`config.mk`:
```
export PLATFORM = sky130hd
export DESIGN_NAME = acs_pmu4_flat
export DESIGN_NICKNAME = d
export VERILOG_FILES = /design/src/rtl/acs_pmu4_if.sv /design/src/rtl/acs_pmu4.sv /design/src/flat_wrapper.sv
export SDC_FILE = /design/constraint.sdc
export NUM_CORES = 1
export LEC_CHECK = 0
export CELL_PAD_IN_SITES_DETAIL_PLACEMENT = 1
export CELL_PAD_IN_SITES_GLOBAL_PLACEMENT = 2
export CORE_ASPECT_RATIO = 1.5
export CORE_MARGIN = 8
export CORE_UTILIZATION = 30
export DETAILED_ROUTE_END_ITERATION = 10
export PLACE_DENSITY_LB_ADDON = 0.1
export SLEW_MARGIN = 10
export SYNTH_ARGS = -nofsm -noshare
export SYNTH_HDL_FRONTEND = slang
export SYNTH_SLANG_ARGS = --single-unit
```
`constraint.sdc`:
```
create_clock -name clk -period 12 [get_ports clk]
set_clock_uncertainty 0.15 [all_clocks]
set_input_delay 2.4 -clock clk [delete_from_list [all_inputs] [get_ports clk]]
set_output_delay 2.4 -clock clk [all_outputs]
set_load 0.02 [all_outputs]
```
`src/rtl/acs_pmu4_if.sv`:
```
// Interface bundle for the 4-state Viterbi add-compare-select unit.
// Carries the branch-metric input group, the frame-control strobe and the
// decision/path-metric output group. The branch-metric producer uses the
// master modport. The ACS unit uses the slave modport.
//   start       frame start pulse
//   bm_valid    branch metrics valid
//   bm00..bm11  2-bit Hamming metrics per expected symbol
//   dec_bits    survivor decisions, bit n = next state n
//   dec_valid   decision/metric update pulse
//   pm_flat     path metrics, state n at [n*W +: W]
//   best_state  index of minimum registered metric
//   frame_last  pulse with the final decision of a frame
//   busy        frame in progress
interface acs_pmu4_if #(
  parameter int unsigned W = 8
) ();
  logic             start;
  logic             bm_valid;
  logic [1:0]       bm00;
  logic [1:0]       bm01;
  logic [1:0]       bm10;
  logic [1:0]       bm11;
  logic [3:0]       dec_bits;
  logic             dec_valid;
  logic [4*W-1:0]   pm_flat;
  logic [1:0]       best_state;
  logic             frame_last;
  logic             busy;

  modport master (
    output start, bm_valid, bm00, bm01, bm10, bm11,
    input  dec_bits, dec_valid, pm_flat, best_state, frame_last, busy
  );

  modport slave (
    input  start, bm_valid, bm00, bm01, bm10, bm11,
    output dec_bits, dec_valid, pm_flat, best_state, frame_last, busy
  );
endinterface

```
`src/rtl/acs_pmu4.sv`:
```
// Add-compare-select / path-metric unit for a 4-state (K=3, 7/5 octal) Viterbi decoder.
// Ports:
//   clk     system clock, rising edge
//   rst_n   asynchronous active-low reset
//   pmu_io  slave side of acs_pmu4_if (branch metrics in, decisions/metrics out)
// State index s = {b1, b2}, where b1 is the newest input bit. Each valid step produces four
// new metrics and four survivor bits, registered with one cycle of latency.
module acs_pmu4 #(
  parameter int unsigned W         = 8,
  parameter int unsigned INIT_PM   = 32,
  parameter int unsigned FRAME_LEN = 64
) (
  input logic         clk,
  input logic         rst_n,
  acs_pmu4_if.slave   pmu_io
);

  localparam int unsigned    CntW    = (FRAME_LEN > 1) ? $clog2(FRAME_LEN) : 1;
  localparam logic [CntW-1:0] LastCnt = CntW'(FRAME_LEN - 1);
  localparam logic [W-1:0]    InitPm  = W'(INIT_PM);

  typedef enum logic [0:0] {StIdle, StRun} state_e;

  state_e               state_q, state_d;
  logic [3:0][W-1:0]    pm_q, pm_d, acs_pm, norm_pm;
  logic [3:0]           dec_q, dec_d, acs_dec;
  logic                 dv_q, dv_d, fl_q, fl_d;
  logic [CntW-1:0]      cnt_q, cnt_d;
  logic [3:0][1:0]      bm;
  logic                 all_msb;
  logic [1:0]           best;
  logic [W-1:0]         best_pm;

  // Indexed by the 2-bit expected symbol {c0, c1}.
  assign bm = {pmu_io.bm11, pmu_io.bm10, pmu_io.bm01, pmu_io.bm00};

  // Encoder output {c0, c1} leaving predecessor p = {b1, b2} on input u.
  function automatic logic [1:0] sym_f(input logic [1:0] p, input logic u);
    return {u ^ p[1] ^ p[0], u ^ p[0]};
  endfunction

  always_comb begin : acs
    logic [1:0] p0, p1;
    logic [W:0] c0, c1;
    p0      = '0;
    p1      = '0;
    c0      = '0;
    c1      = '0;
    acs_pm  = '0;
    acs_dec = '0;
    for (int n = 0; n < 4; n++) begin
      // Next state n = {u, b1}; predecessors are {b1, 0} and {b1, 1}.
      p0 = {n[0], 1'b0};
      p1 = {n[0], 1'b1};
      c0 = {1'b0, pm_q[p0]} + (W+1)'(bm[sym_f(p0, n[1])]);
      c1 = {1'b0, pm_q[p1]} + (W+1)'(bm[sym_f(p1, n[1])]);
      // Strict compare: ties go to the b2 = 0 predecessor.
      if (c1 < c0) begin
        acs_pm[n]  = c1[W-1:0];
        acs_dec[n] = 1'b1;
      end else begin
        acs_pm[n]  = c0[W-1:0];
      end
    end
  end

  // Metrics stay within a bounded spread, so dropping a common MSB preserves ordering.
  always_comb begin : normalise
    all_msb = acs_pm[0][W-1] & acs_pm[1][W-1] & acs_pm[2][W-1] & acs_pm[3][W-1];
    norm_pm = acs_pm;
    if (all_msb) begin
      for (int i = 0; i < 4; i++) begin
        norm_pm[i][W-1] = 1'b0;
      end
    end
  end

  always_comb begin : next_state
    state_d = state_q;
    pm_d    = pm_q;
    cnt_d   = cnt_q;
    dec_d   = dec_q;
    dv_d    = 1'b0;
    fl_d    = 1'b0;
    unique case (state_q)
      StIdle: begin
        if (pmu_io.start) begin
          state_d = StRun;
          pm_d    = {InitPm, InitPm, InitPm, {W{1'b0}}};
          cnt_d   = '0;
        end
      end
      StRun: begin
        if (pmu_io.start) begin
          pm_d  = {InitPm, InitPm, InitPm, {W{1'b0}}};
          cnt_d = '0;
        end else if (pmu_io.bm_valid) begin
          pm_d  = norm_pm;
          dec_d = acs_dec;
          dv_d  = 1'b1;
          if (cnt_q == LastCnt) begin
            fl_d    = 1'b1;
            state_d = StIdle;
            cnt_d   = '0;
          end else begin
            cnt_d = cnt_q + CntW'(1);
          end
        end
      end
      default: state_d = StIdle;
    endcase
  end

  always_ff @(posedge clk or negedge rst_n) begin
    if (!rst_n) begin
      state_q <= StIdle;
      pm_q    <= '0;
      dec_q   <= '0;
      dv_q    <= 1'b0;
      fl_q    <= 1'b0;
      cnt_q   <= '0;
    end else begin
      state_q <= state_d;
      pm_q    <= pm_d;
      dec_q   <= dec_d;
      dv_q    <= dv_d;
      fl_q    <= fl_d;
      cnt_q   <= cnt_d;
    end
  end

  // Lowest index wins on equal metrics.
  always_comb begin : best_sel
    best    = 2'd0;
    best_pm = pm_q[0];
    for (int i = 1; i < 4; i++) begin
      if (pm_q[i] < best_pm) begin
        best_pm = pm_q[i];
        best    = 2'(i);
      end
    end
  end

  assign pmu_io.dec_bits   = dec_q;
  assign pmu_io.dec_valid  = dv_q;
  assign pmu_io.pm_flat    = pm_q;
  assign pmu_io.best_state = best;
  assign pmu_io.frame_last = fl_q;
  assign pmu_io.busy       = (state_q == StRun);

endmodule
```
`src/flat_wrapper.sv`:
```
// flat-port wrapper written by rule: the top's interface ports become plain ports
module acs_pmu4_flat 
#(
  parameter int unsigned W         = 8,
  parameter int unsigned INIT_PM   = 32,
  parameter int unsigned FRAME_LEN = 64
)
  (clk, rst_n, pmu_io_start, pmu_io_bm_valid, pmu_io_bm00, pmu_io_bm01, pmu_io_bm10, pmu_io_bm11, pmu_io_dec_bits, pmu_io_dec_valid, pmu_io_pm_flat, pmu_io_best_state, pmu_io_frame_last, pmu_io_busy);
  acs_pmu4_if #(.W(W)) pmu_io_i ();
  input logic clk;
  input logic rst_n;
  input wire logic [$bits(pmu_io_i.start)-1:0] pmu_io_start;
  input wire logic [$bits(pmu_io_i.bm_valid)-1:0] pmu_io_bm_valid;
  input wire logic [$bits(pmu_io_i.bm00)-1:0] pmu_io_bm00;
  input wire logic [$bits(pmu_io_i.bm01)-1:0] pmu_io_bm01;
  input wire logic [$bits(pmu_io_i.bm10)-1:0] pmu_io_bm10;
  input wire logic [$bits(pmu_io_i.bm11)-1:0] pmu_io_bm11;
  output wire logic [$bits(pmu_io_i.dec_bits)-1:0] pmu_io_dec_bits;
  output wire logic [$bits(pmu_io_i.dec_valid)-1:0] pmu_io_dec_valid;
  output wire logic [$bits(pmu_io_i.pm_flat)-1:0] pmu_io_pm_flat;
  output wire logic [$bits(pmu_io_i.best_state)-1:0] pmu_io_best_state;
  output wire logic [$bits(pmu_io_i.frame_last)-1:0] pmu_io_frame_last;
  output wire logic [$bits(pmu_io_i.busy)-1:0] pmu_io_busy;
  assign pmu_io_i.start = pmu_io_start;
  assign pmu_io_i.bm_valid = pmu_io_bm_valid;
  assign pmu_io_i.bm00 = pmu_io_bm00;
  assign pmu_io_i.bm01 = pmu_io_bm01;
  assign pmu_io_i.bm10 = pmu_io_bm10;
  assign pmu_io_i.bm11 = pmu_io_bm11;
  assign pmu_io_dec_bits = pmu_io_i.dec_bits;
  assign pmu_io_dec_valid = pmu_io_i.dec_valid;
  assign pmu_io_pm_flat = pmu_io_i.pm_flat;
  assign pmu_io_best_state = pmu_io_i.best_state;
  assign pmu_io_frame_last = pmu_io_i.frame_last;
  assign pmu_io_busy = pmu_io_i.busy;
  acs_pmu4 #(.W(W), .INIT_PM(INIT_PM), .FRAME_LEN(FRAME_LEN)) u_core (.clk(clk), .rst_n(rst_n), .pmu_io(pmu_io_i));
endmodule
```
==> flow_summary.json <==
{
  "status": "finished clean",
  "viasPerCell": 5.36,
  "drc": 0,
  "post-place-ws_ns": 3.57,
  "final_area_um2": 5750,
  "dp.cells": 817,
  "via_count": 4420,
  "layout-drive-gt1-share_pct": 5.49,
  "slowest_stage": "dfrtp_1",
  "leakage_uw": 0.00243,
  "initial_core_util_pct": 30.6,
  "rsz0062_at_grt": "false",
  "cp.arrival_ns": 6.20,
  "clock_sinks": 45,
  "cp-start-kind": "register",
  "dp_hpwl_um": 13500,
  "drtAntennaViolNets": 0,
  "grt_max_degree": 46,
  "syn_area_um2": 4950,
  "cts_setup_buffers": 0,
  "period_share_pct": 72.9,
  "layout_min_cycle_time_ns": 8.75,
  "die_h_um": 173,
  "synth_cell_type_count": 60,
  "die-width_um": 121,
  "synthCells": 582,
  "synth-seq-cells": 45,
  "fmax_ghz": 0.114,
  "rows": 57,
  "synth_edf_count": 0,
  "required_ns": 9.45,
  "multi_input_area_um2": 3540,
  "yosysTopAreaCell": "dfrtp_1",
  "antenna_found_initial": 0,
  "cp_cell_sequence": "inv_6, ha_1, a211oi_1, o21ai_1, a21oi_4, nor2_1, a21oi_1, ha_1, a211o_1, a211oi_1, o21ai_4, mux2_1, ha_1, a21oi_1, o21ai_0, nor4_1, nand4_1, o21ai_0, a21o_1, clkdlybuf4s50_1",
  "setup_viol": 0,
  "seq_area_frac_synth_pct": 22.7,
  "grtUsageTotal_pct": 17.2,
  "design.core.area_um2": 16200,
  "critPathKind": "reg -> out",
  "relSlewSlack_pct": 48.1,
  "crit_top_cell": "ha_1",
  "cts_made_buffers": 5,
  "portBuffers": 52,
  "h-tree-depth": 2,
  "nNetsFinal": 708,
  "dr.pass1.iters": 4,
  "crit_path_max_fanout": 16,
  "syn_area_per_cell_um2": 8.51,
  "syn_to_final_growth_pct": 16.1,
  "maxCapViolCount": 0,
  "cts-root-buf": "clkbuf_16",
  "grt_pass1_wl_um": 28000,
  "cp-end-kind": "output pin",
  "routedWlPerCell_um": 21.2,
  "cts_resized": 0,
  "finalWorstSetupSlack_ns": 3.25,
  "placed_area_um2": 5600,
  "grt_overflow": 0,
  "clk_latency_ns": 0.30,
  "num_io_pins": 53,
  "synth_top_area_share_pct": 22.7,
  "globalplace.congestion": 0.874,
  "cts_max_path_buffers": 2,
  "hold_path.class": "reg -> reg",
  "slew_viol_final": 0,
  "fin_util_pct": 35.5,
  "p_per_area_nw_per_um2": 178,
  "seqCellArea_um2": 1130,
  "yosysWarnings": 0,
  "finalHoldViolations": 0,
  "fin_cells": 825,
  "synthFlopType": "dfrtp_1",
  "postSynthNetCount": 672,
  "synth_area_leaders": "dfrtp_1 (23%), ha_1 (18%), xnor2_1 (5.8%)",
  "ir_drop_mv": 0.0644,
  "synthArstFlopShare_pct": 100,
  "grt_pass1_vias": 4965,
  "ff2ff_setup_slack_ns": 8.05,
  "drtIter0Drc": 156,
  "tns_ns": 0,
  "fillCellCount": 1927,
  "drt-total-wl_um": 17500,
  "holdBufCountCts": 0,
  "antenna_cells": 0,
  "clkTransAtPathRegs_ns": 0.07,
  "worst_pin_slew_ns": 0.778,
  "cpPeakStageDelay_ns": 0.61,
  "die_area_um2": 21000,
  "cts_tree": "yes"
}
critical path: cells and delay by family, from the launching register on:
family	cells	cell delay, ns
AOI/OAI and AO/OA	11	2.64
adders and majority gates	3	0.93
and+or+nand+nor	3	0.70
buffers and inverters	2	0.67
DFF	1	0.61
muxes	1	0.36
cell usage after synthesis, types with 6 or more instances:
library cell and number:
and2_1 11, xnor2_1 33, ha_1 70, nand2_1 54, mux2i_1 12, o21ai_1 14
a211oi_1 12, dfrtp_1 45, xor2_1 13, nand4_1 9, fa_1 8, o21ai_0 15
inv_1 29, nand3_1 21, a21o_1 9, nor2_1 58, a21oi_1 45, nor2b_1 6
mux2_1 10, clkbuf_1 17, o211ai_1 7
area by class of cell:
| cell class | instances | area share [%] |
|---|---|---|
| clock inverter | 2 | 0.261 |
| sequential | 45 | 19.6 |
| tap | 206 | 4.48 |
| multi-input combinational | 477 | 61.6 |
| timing repair buffer | 57 | 9.62 |
| inverter | 32 | 2.22 |
| clock buffer | 6 | 2.24 |
per-stage QoR:
| step | power (µW) | hold WS, ns |
|---|---|---|
| after floorplan | 667 | 0.299 |
| after detailed placement | 890 | 0.346 |
| after global routing | 1110 | 0.386 |
| after CTS | 1050 | 0.357 |
| final | 1020 | 0.350 |
| after global placement | 872 | 0.328 |
report_power, final:
part / leakage (µW) / switching [µW] / internal [µW]
clock: 0.0000631 / 70.8 / 77.7
sequential: 0.000588 / 56.1 / 174
combinational: 0.00178 / 368 / 276
total: 0.00243 / 495 / 528
logic make-up after synthesis:
family                   count (synthesis)  synth area share (%)
XOR/XNOR                                47                  8.47
AO/OA/AOI/OAI                          135                  17.7
AND/OR/NAND/NOR                        190                  18.1
multiplexers                            27                  6.29
buffers and inverters                   60                  5.76
flip-flops                              45                  22.7
adder cells (fa/ha/maj)                 78                  20.9
path summary, 6_finish.rpt:
path,startpoint,to,cells after the start
max in group asynchronous,rst_n,u_core.cnt_q[4],2
worst min register to register,u_core.cnt_q[5],u_core.cnt_q[5],1
worst min-delay path,u_core.cnt_q[5],u_core.cnt_q[5],1
min in group asynchronous,rst_n,u_core.pmu_io.pm_flat[24],2
worst max-delay path,u_core.pmu_io.pm_flat[2],pmu_io_best_state[0],20
worst max register to register,u_core.pmu_io.pm_flat[0],u_core.pmu_io.pm_flat[15],12
metal layers:
metal	global-route usage [%]	routed length, µm	up-vias
met3	1.50	304	29
met4	6.85	561	0
met2	33.7	9920	54
met1	17.8	6710	2204
li1	-	-	2133
met5	0	0	-
placed cells by master, fill, tap and decap left out, types with 3 or more instances in the layout:
cell type	count
a211oi_1	12
a21o_1	9
a21oi_1	45
a22oi_1	5
a31oi_1	4
and2_1	11
and3_1	5
and4_1	4
buf_4	5
clkbuf_16	5
clkdlybuf4s50_1	51
dfrtp_1	45
fa_1	8
ha_1	70
inv_1	29
mux2_1	10
mux2_2	3
mux2i_1	12
nand2_1	54
nand2b_1	5
nand3_1	21
nand4_1	9
nor2_1	58
nor2b_1	6
nor3_1	5
nor4_1	3
o2111ai_1	4
o211ai_1	7
o21a_1	4
o21ai_0	15
o21ai_1	14
o221ai_1	3
xnor2_1	33
xor2_1	13
sequential cells by signal (all words and copies together), names as in the netlist:
signal and cells:
u_core.pmu_io.pm_flat 32, u_core.cnt_q 6, u_core.pmu_io.dec_bits 4, u_core.pmu_io.busy 1, u_core.pmu_io.dec_valid 1, u_core.pmu_io.frame_last 1
(Power assumes the default switching activity.)
